==> src/rtl/updown_wrap_monitor.sv <==
// updown_wrap_monitor: checks every step of a 4-bit up/down counter and flags wraps and illegal steps.
// Latency: one edge from a sample to any output change; all outputs are registered.
// Backpressure: none. The block is a passive observer and samples on every clock edge.
//
// Ports:
//   clk       rising-edge clock, shared with the monitored counter
//   rst_n     asynchronous active-low reset
//   cnt_rst   copy of the counter's own reset (1 = counter value not meaningful)
//   ud        direction applied to the counter (1 = up, 0 = down)
//   counter   4-bit counter value being monitored
//   clr       synchronous clear of ovf_cnt, unf_cnt and step_err
//   valid     a previous sample is held and step checking is active
//   ovf/unf   one-cycle pulses on a 15->0 up-wrap / 0->15 down-wrap
//   ovf_cnt   8-bit overflow count
//   unf_cnt   8-bit underflow count
//   step_err  sticky flag for an illegal counter step
//
// Build option: define UPDOWN_WRAP_MON_SAT_EN to make ovf_cnt/unf_cnt saturate at 255.
// By default they wrap from 255 to 0.

module updown_wrap_monitor (
  input  logic       clk,
  input  logic       rst_n,
  input  logic       cnt_rst,
  input  logic       ud,
  input  logic [3:0] counter,
  input  logic       clr,
  output logic       valid,
  output logic       ovf,
  output logic       unf,
  output logic [7:0] ovf_cnt,
  output logic [7:0] unf_cnt,
  output logic       step_err
);

  logic [3:0] r_prev_cnt;
  logic       r_prev_ud;
  logic       r_valid;
  logic       r_ovf;
  logic       r_unf;
  logic [7:0] r_ovf_cnt;
  logic [7:0] r_unf_cnt;
  logic       r_step_err;

  logic       w_check;
  logic [3:0] w_exp_cnt;
  logic       w_legal;
  logic       w_illegal;
  logic       w_ovf_evt;
  logic       w_unf_evt;
  logic [7:0] w_ovf_base;
  logic [7:0] w_unf_base;
  logic [7:0] w_ovf_cnt_nxt;
  logic [7:0] w_unf_cnt_nxt;
  logic       w_step_err_nxt;

  // A step is only judged when the previous sample is meaningful.
  // The counter must also be out of its own reset on this edge.
  assign w_check   = r_valid & ~cnt_rst;

  // The step is judged against the direction that was applied when the previous sample was taken.
  // A ud reversal therefore shows up one step later.
  assign w_exp_cnt = r_prev_ud ? (r_prev_cnt + 4'd1) : (r_prev_cnt - 4'd1);
  assign w_legal   = (counter == w_exp_cnt);
  assign w_illegal = w_check & ~w_legal;

  // Only a legal step can be a wrap: w_legal already forces counter to 0 or 15.
  assign w_ovf_evt = w_check & w_legal &  r_prev_ud & (r_prev_cnt == 4'hF);
  assign w_unf_evt = w_check & w_legal & ~r_prev_ud & (r_prev_cnt == 4'h0);

  // A clear takes effect before an event on the same edge.
  // That edge therefore ends with a count of 1 and/or step_err set.
  assign w_ovf_base = clr ? 8'd0 : r_ovf_cnt;
  assign w_unf_base = clr ? 8'd0 : r_unf_cnt;

  always_comb begin
    w_ovf_cnt_nxt = w_ovf_base;
    w_unf_cnt_nxt = w_unf_base;
`ifdef UPDOWN_WRAP_MON_SAT_EN
    if (w_ovf_evt && (w_ovf_base != 8'hFF)) w_ovf_cnt_nxt = w_ovf_base + 8'd1;
    if (w_unf_evt && (w_unf_base != 8'hFF)) w_unf_cnt_nxt = w_unf_base + 8'd1;
`else
    if (w_ovf_evt) w_ovf_cnt_nxt = w_ovf_base + 8'd1;
    if (w_unf_evt) w_unf_cnt_nxt = w_unf_base + 8'd1;
`endif
  end

  assign w_step_err_nxt = (clr ? 1'b0 : r_step_err) | w_illegal;

  always_ff @(posedge clk or negedge rst_n) begin
    if (!rst_n) begin
      r_prev_cnt <= 4'd0;
      r_prev_ud  <= 1'b0;
      r_valid    <= 1'b0;
      r_ovf      <= 1'b0;
      r_unf      <= 1'b0;
      r_ovf_cnt  <= 8'd0;
      r_unf_cnt  <= 8'd0;
      r_step_err <= 1'b0;
    end else begin
      r_prev_cnt <= counter;
      r_prev_ud  <= ud;
      r_valid    <= ~cnt_rst;
      r_ovf      <= w_ovf_evt;
      r_unf      <= w_unf_evt;
      r_ovf_cnt  <= w_ovf_cnt_nxt;
      r_unf_cnt  <= w_unf_cnt_nxt;
      r_step_err <= w_step_err_nxt;
    end
  end

  assign valid    = r_valid;
  assign ovf      = r_ovf;
  assign unf      = r_unf;
  assign ovf_cnt  = r_ovf_cnt;
  assign unf_cnt  = r_unf_cnt;
  assign step_err = r_step_err;

endmodule

==> config.mk <==
export PLATFORM = sky130hd
export DESIGN_NAME = updown_wrap_monitor
export DESIGN_NICKNAME = d
export VERILOG_FILES = /design/src/rtl/updown_wrap_monitor.sv
export SDC_FILE = /design/constraint.sdc
export NUM_CORES = 1
export LEC_CHECK = 0
export CAP_MARGIN = 20
export CORE_MARGIN = 2
export CORE_UTILIZATION = 50
export DETAILED_ROUTE_END_ITERATION = 12
export GPL_ROUTABILITY_DRIVEN = 0
export HOLD_SLACK_MARGIN = 0.12
export PLACE_DENSITY = 0.76
export SLEW_MARGIN = 10
export SYNTH_ARGS = -nofsm -noshare
export SYNTH_HDL_FRONTEND = slang
export SYNTH_SLANG_ARGS = --single-unit
==> constraint.sdc <==
create_clock -name clk -period 4.4 [get_ports clk]
set_input_delay 1.32 -clock clk [delete_from_list [all_inputs] [get_ports clk]]
set_output_delay 1.32 -clock clk [all_outputs]
set_load 0.005 [all_outputs]
; ---- After elaboration in Yosys (flattened, before gate mapping)
; Cells that the tools add are included.
[totals]
regBits = 25
latchBits = 0
ram_bits = 0
romBits = 0
input_bits = 9
wordCells = 32
mem_count = 0
[classes]
addsub = 4
mul = 0
div_mod_pow = 0
order_cmp = 0
eq_ne = 2
n_shift = 0
mux = 6
n_bitwise = 11
n_reduce_logical = 1
[op_table]
columns = operator, n
row1 = 2-to-1 mux 8 bit, 4
row2 = adder 8 x 1 -> 8 bit (second input constant), 2
row3 = bitwise AND 1 bit, 7
row4 = adder 4 x 1 -> 4 bit (second input constant), 1
row5 = equality test 4 bit, 1
row6 = equality test 4 bit (second input constant), 1
row7 = zero test 4 bit, 1
row8 = 2-to-1 mux 4 bit, 1
row9 = subtractor 4 x 1 -> 4 bit (second input constant), 1
row10 = NOT 1 bit, 3
row11 = 2-to-1 mux 1 bit, 1
row12 = OR 1 bit, 1

; ---- Longest topological paths before layout
; Gate-level depths: netlist of the first run.
[logic_depth]
ltp_word = 7
mapped_depth = 9

; ---- Worst setup path before layout of the first run
; OpenSTA, ideal clock, no wires.
[synth_timing]
path_type = input -> register
start = input port counter[2]
end = register r_ovf_cnt[3], in the netlist ovf_cnt[3]
setup_time_ns = 0.078
arrival_time_ns = 2.623
required_ns = 4.322
setup_slack_ns = 1.699
stages = 5
path_cell_list = xor3_1 > nor3_4 > nand2_2 > or4_1 > a21oi_1
[synth_between]
elab_chain_cells = 5
[synth_lines]
columns = element, line
row1 = from (decl), 26  ; input logic [3:0] counter,
row2 = equality test 4 bit, 64  ; assign w_legal = (counter == w_exp_cnt);
row3 = bitwise AND 1 bit (3 in a row), 68  ; assign w_ovf_evt = w_check & w_legal & r_prev_ud & (r_prev_cnt == 4'hF);
row4 = 2-to-1 mux 8 bit, 83  ; if (w_ovf_evt) w_ovf_cnt_nxt = w_ovf_base + 8'd1;
row5 = via w_ovf_cnt_nxt[3], 53  ; logic [7:0] w_ovf_cnt_nxt;
row6 = to (signal assigned), 106  ; r_ovf_cnt <= w_ovf_cnt_nxt;
row7 = to (decl), 41  ; logic [7:0] r_ovf_cnt;
; The timed path passes the listed nets, and every way through them passes these cells.

; ---- Worst setup path in the final report of the first run
[layout_timing]
start = input port counter[2]
end = register r_unf_cnt[6], in the netlist unf_cnt[6]
[layout_between]
elab_chain_cells = 5
[layout_lines]
columns = element, line
row1 = equality test 4 bit, 64
row2 = bitwise AND 1 bit (3 in a row), 69  ; assign w_unf_evt = w_check & w_legal & ~r_prev_ud & (r_prev_cnt == 4'h0);
row3 = 2-to-1 mux 8 bit, 84  ; if (w_unf_evt) w_unf_cnt_nxt = w_unf_base + 8'd1;
row4 = via w_unf_cnt_nxt[6], 54  ; logic [7:0] w_unf_cnt_nxt;
row5 = to (signal assigned), 107  ; r_unf_cnt <= w_unf_cnt_nxt;
row6 = to (decl), 42  ; logic [7:0] r_unf_cnt;
; The timed path passes the listed nets, and every way through them passes these cells.

==> results.toml, run 1 <==
[run_status]
status = "finished clean"

[yosys]
syn_inst = 117
synth_nets = 131
ys_types = 28
syn_avg_cell_area_sq_um = 10.8
synth_warnings = 0
ys_ff_latch = 25
synth_async_sr_flop_share_pct = 100
yosysSeqAreaShare_pct = 49.4
synthFlopType = "dfrtp_1"
syn_area_sq_um = 1270
synth_edf_count = 0

[worst_hold_path]
min_path_type = "flip-flop to flip-flop"

[floorplanning]
fp-row-count = 18
core_sq_um = 2430
initial_core_util_pct = 52.1
die_y_um = 54.3
die_w_um = 54.3
ioPinCount = 29
dieArea_sq_um = 2950

[place]
dp.cells = 174
hpwl_um = 1970
portBuffers = 28
place_area_sq_um = 1590

[cells_and_area]
diodes = 0
design_area_sq_um = 1620
fin_cells = 178
drive_above_1_share_pct = 8.11
final_nets = 163
area_growth_pct = 28.0

[routing]
drc = 0
routed_via_density = 5.61
firstDrtPassIters = 4
ant_nets = 0
vias = 999
first_iter_violations = 8
wl_per_cell_um = 14.5
routed_wirelength_um = 2590

[sta]
period_needed_ns = 3.02
hold_violations = 0
period_share_pct = 68.7
relSlewSlack_pct = 62.1
drv_slew = 0
fin_tns_setup_ns = 0
worst_slew_pin_slew_ns = 0.567
setup_viol = 0
fin_hold_ws_ns = 0.508
fmaxAchievable_mhz = 331
rsz0062_at_grt = "no"
clock_skew_ns = 0.00608

[clock_tree]
cts_setup_buffers = 0
cts_tree = "built"
clkSinkCount = 25
cts_buffers = 3
clk_latency_ns = 0.31
clockBufferDepth = 2
holdBufCountCts = 0
clkTransAtPathRegs_ns = 0.14
cts-root-buf = "clkbuf_4"
cts_resized = 0
cts_max_level = 1

[global_routing]
grt_overflow = 0
grt_use_total_pct = 20.1
antenna_found_initial = 0
grt_start_max_net_pins = 24
grt_pass1_vias = 1021
grt_pass1_wl_um = 4380

[setup_path]
startpoint_type = "input port"
reg2reg_slack_ns = 1.97
cp_slowest_cell = "clkdlybuf4s50_1"
worst-path-buf-inv = 1
worstPathMaxFanout = 8
path_class = "input port to flip-flop"
slowest_delay_ns = 0.50
crit_family = "simple AND/OR/NAND/NOR gates"
crit_chain = "clkdlybuf4s50_1 -> xor3_1 -> nor3_4 -> nand2_2 -> or4_1 -> a21oi_1"
cp.arrival_ns = 3.26
required_ns = 4.64
setup.worst_path.end_class = "flip-flop"

[power]
power_mw = 0.406
ir_worst_vdd_mv = 0.157
powerDensity_nw_per_um2 = 251
leakage_nw = 0.664

[run]
maxCapViolCount = 0
## flip-flops by register name, indices dropped and copies added, names as in the netlist
register,flops
r_prev_cnt,4
r_prev_ud,1
ovf_cnt,8
unf_cnt,8
step_err,1
unf,1
valid,1
ovf,1
## path summary, 6_finish.rpt
check	from	endpoint	cells after the start
hold reg to reg	step_err	step_err	1
min in group asynchronous	rst_n	ovf_cnt[6]	1
hold / removal	step_err	step_err	1
setup reg to reg	r_prev_ud	unf_cnt[6]	7
max in group asynchronous	rst_n	unf_cnt[0]	2
setup / recovery	counter[2]	unf_cnt[6]	6
## metrics by stage
stage,utilization [%],setup slack [ns]
after floorplan,-,1.70
after global placement,64.9,1.09
after detailed placement,65.5,1.05
after CTS,66.6,1.39
after global routing,66.6,1.27
final,66.6,1.38
## cells in the mapped netlist (2+ instances only)
| master | n | share of area, % |
|---|---|---|
| a21oi_1 | 8 | 3.2 |
| buf_2 | 2 | 0.79 |
| dfrtp_1 | 25 | 49 |
| ha_1 | 4 | 4.0 |
| inv_1 | 6 | 1.8 |
| mux2_2 | 2 | 1.8 |
| nand2_1 | 6 | 1.8 |
| nand2_2 | 2 | 0.99 |
| nand2b_1 | 2 | 0.99 |
| nand3_1 | 9 | 3.6 |
| nand4_1 | 2 | 0.99 |
| nor2_1 | 4 | 1.2 |
| nor2b_1 | 4 | 2.0 |
| nor3_1 | 5 | 2.0 |
| o31ai_1 | 7 | 4.2 |
| or4_1 | 8 | 4.7 |
| xnor2_1 | 8 | 5.5 |
| xor2_1 | 3 | 2.1 |
## placed cells by master, fill, tap and decap left out, types with 4 or more instances in the layout
cell             count
nor2_1               4
nand3_1              9
nor3_1               5
dfrtp_1             25
clkdlybuf4s50_1     28
xnor2_1              8
ha_1                 4
o31ai_1              7
or4_1                8
a21oi_1              8
nand2_1              6
nor2b_1              4
inv_1                6
## power by group
part	total (mW)	internal (mW)	switching [mW]
combinational	0.0655	0.0275	0.0380
sequential	0.238	0.234	0.00381
clock	0.103	0.0340	0.0694
## per-layer routing
metal | wire length, um | GRT usage [%] | up-vias
li1 | - | - | 481
met1 | 1190 | 27.3 | 499
met2 | 1300 | 33.5 | 17
met3 | 80 | 2.46 | 2
met4 | 20 | 6.25 | 0
met5 | 0 | 0 | -
## worst reg2reg max path, stage by stage (launching register included)
cell     delay [ns]
dfrtp_1        0.42
inv_1          0.14
fa_1           0.45
xor2_1         0.20
nor3_4         0.30
nand2_2        0.17
or4_1          0.50
a21oi_1        0.16
## area by class of cell
class	count	area, sq um
Timing Repair Buffer	30	303
Sequential cell	25	626
Multi-Input combinational cell	83	604
Tap cell	30	37.5
Inverter	6	22.5
Clock inverter	1	5.00
Clock buffer	3	22.5
Fill cell	220	812
## kinds of logic after synthesis
logic type / count (synthesis) / share of synthesized area (%)
and+or+nand+nor: 46 / 21.6
DFF: 25 / 49.4
AOI/OAI and AO/OA: 18 / 9.29
xor gates and xnor gates: 12 / 9.49
buffers and inverters: 9 / 2.87
adders and majority gates: 5 / 5.53
muxes: 2 / 1.78
Power figures use the tool's default switching activity.
==> run 2, diff against run 1 <==
Settings changed: CORE_UTILIZATION 50 to 44, PLACE_DENSITY 0.76 to 0.7.
Clock period 4.4 ns to 2.6 ns, I/O delays scaled along.
==> run 2 against run 1 <==
  * Via count increased by 8.4%
  * Cell count increased by 7.3%
  * Hold slack improved by 0.0079 ns
  * Highest routed layer unchanged
  * Critical path depth unchanged
  * Combinational power increased by 97%
  * Largest power group unchanged
==> results.toml, run 2 (synthesized netlist as in run 1, its figures left out) <==
[floorplanning]
ioPinCount = 29
fp-row-count = 19
die_y_um = 57.6
initial_core_util_pct = 46.3
dieArea_sq_um = 3320
die_w_um = 57.6
core_sq_um = 2730

[setup_path]
worst-path-buf-inv = 1
rr_worst_depth = 7
required_ns = 2.85
reg2reg_slack_ns = 0.18
cp_slowest_cell = "clkdlybuf4s50_1"
crit_chain = "clkdlybuf4s50_1 -> xor3_1 -> nor3_4 -> nand2_2 -> or4_1 -> a21oi_1"
path_depth = 6
worstPathMaxFanout = 7
reg2reg_from = "r_prev_ud"
cp.arrival_ns = 2.73
path_class = "input port to flip-flop"
crit_family = "simple AND/OR/NAND/NOR gates"
slowest_delay_ns = 0.50
startpoint_type = "input port"
r2r-end = "unf_cnt[6]"
setup.worst_path.end_class = "flip-flop"

[worst_hold_path]
hold-path-endpoint = "step_err"
hold_depth = 1
min_path_type = "flip-flop to flip-flop"
min_from = "step_err"

[global_routing]
grt_pass1_wl_um = 4710
grt_pass1_vias = 1078
grt_use_total_pct = 18.0
antenna_found_initial = 0
grt_start_max_net_pins = 26
grt_overflow = 0

[sta]
worst_slew_pin_slew_ns = 0.318
relSlewSlack_pct = 78.5
fin_tns_setup_ns = 0
drv_slew = 0
period_needed_ns = 2.48
fmaxAchievable_mhz = 403
clock_skew_ns = 0.00242
period_share_pct = 95.4
hold_violations = 0
setup_viol = 0
rsz0062_at_grt = "no"

[clock_tree]
clkTransAtPathRegs_ns = 0.13
cts_setup_buffers = 0
clockBufferDepth = 2
cts_resized = 0
clkSinkCount = 25
cts_tree = "built"
cts_buffers = 3
holdBufCountCts = 0
clk_latency_ns = 0.32
cts-root-buf = "clkbuf_4"
cts_max_level = 1

[routing]
firstDrtPassIters = 4
routed_wirelength_um = 2780
wl_per_cell_um = 14.5
routed_via_density = 5.67
first_iter_violations = 32
vias = 1083
ant_nets = 0
drc = 0

[cells_and_area]
drive_above_1_share_pct = 14.4
mostFrequentLayoutCell = "clkdlybuf4s50_1"
final_cell_mix = "clkdlybuf4s50_1 (28), dfrtp_1 (25), buf_4 (13), nand3_1 (9)"
postLayoutCoreUtil_pct = 62.7
diodes = 0
area_growth_pct = 35.5
final_nets = 175

[run_status]
status = "finished clean"

[place]
hpwl_um = 2040
portBuffers = 28

[power]
ir_worst_vdd_mv = 0.404
switching_share_pct = 27.1
internal_power_mw = 0.517
pwr-share-seq_pct = 56.7
combinationalPowerShare_pct = 18.2
p_sw_mw = 0.192
powerDensity_nw_per_um2 = 413
leakage_nw = 0.720
pwr-share-clk_pct = 25.1

[run]
maxCapViolCount = 0
run 2: cell types whose count changed in the layout (fill, tap and decap cells not counted):
cell,before,now
clkinv_2,1,0
buf_12,0,1
clkbuf_1,0,1
buf_8,1,0
buf_4,1,13
run 2: how the worst max path moves through the flow:
stage                from         end  slack [ns]
6_report       counter[2]  unf_cnt[6]        0.12
5_1_grt         r_prev_ud  unf_cnt[4]        0.04
4_1_cts        counter[2]  unf_cnt[6]        0.14
3_5_place_dp   counter[2]  unf_cnt[4]       -0.21
3_3_place_gp   counter[2]  ovf_cnt[3]        -0.1
2_1_floorplan   r_prev_ud  ovf_cnt[3]        0.44
run 2: cell type report:
type                       count  area [sq um]
inverter                       6          22.5
sequential                    25           626
multi-input combinational     83           604
timing repair buffer          42           398
fill                         240          1020
clock buffer                   4          26.3
tap                           31          38.8
run 2: stage by stage:
stage	cell area, sq um	power, mW	hold WS (ns)	setup slack, ns	std cells
after detailed placement	1690	0.537	0.479	-0.213	187
after CTS	1720	0.717	0.516	0.141	191
after floorplan	1270	0.475	0.478	0.436	117
after global placement	1690	0.534	0.480	-0.0979	187
final	1720	0.709	0.516	0.119	191
after global routing	1720	0.740	0.527	0.0393	191
run 2: worst register-to-register path: cells and delay by family, from the launching register on:
kind | cells | cell delay [ns]
flip-flops | 1 | 0.41
buffers and inverters | 1 | 0.15
AO/OA/AOI/OAI | 1 | 0.19
AND/OR/NAND/NOR | 3 | 0.92
XOR/XNOR | 1 | 0.20
adder cells (fa/ha/maj) | 1 | 0.46
run 2: metal layers:
| metal | GRT usage (%) | wire [um] | up-vias |
|---|---|---|---|
| li1 | - | - | 516 |
| met1 | 23.5 | 1210 | 519 |
| met2 | 30.5 | 1380 | 39 |
| met3 | 2.23 | 124 | 9 |
| met4 | 6.98 | 59 | 0 |
| met5 | 0 | 0 | - |
run 2: power groups by stage:
stage	combinational, mW	clock [mW]	sequential [mW]
CTS	0.128	0.187	0.402
floorplan	0.0670	0	0.408
finish	0.129	0.178	0.402
global placement	0.125	0	0.409
detailed placement	0.128	0	0.409
global route	0.141	0.196	0.403
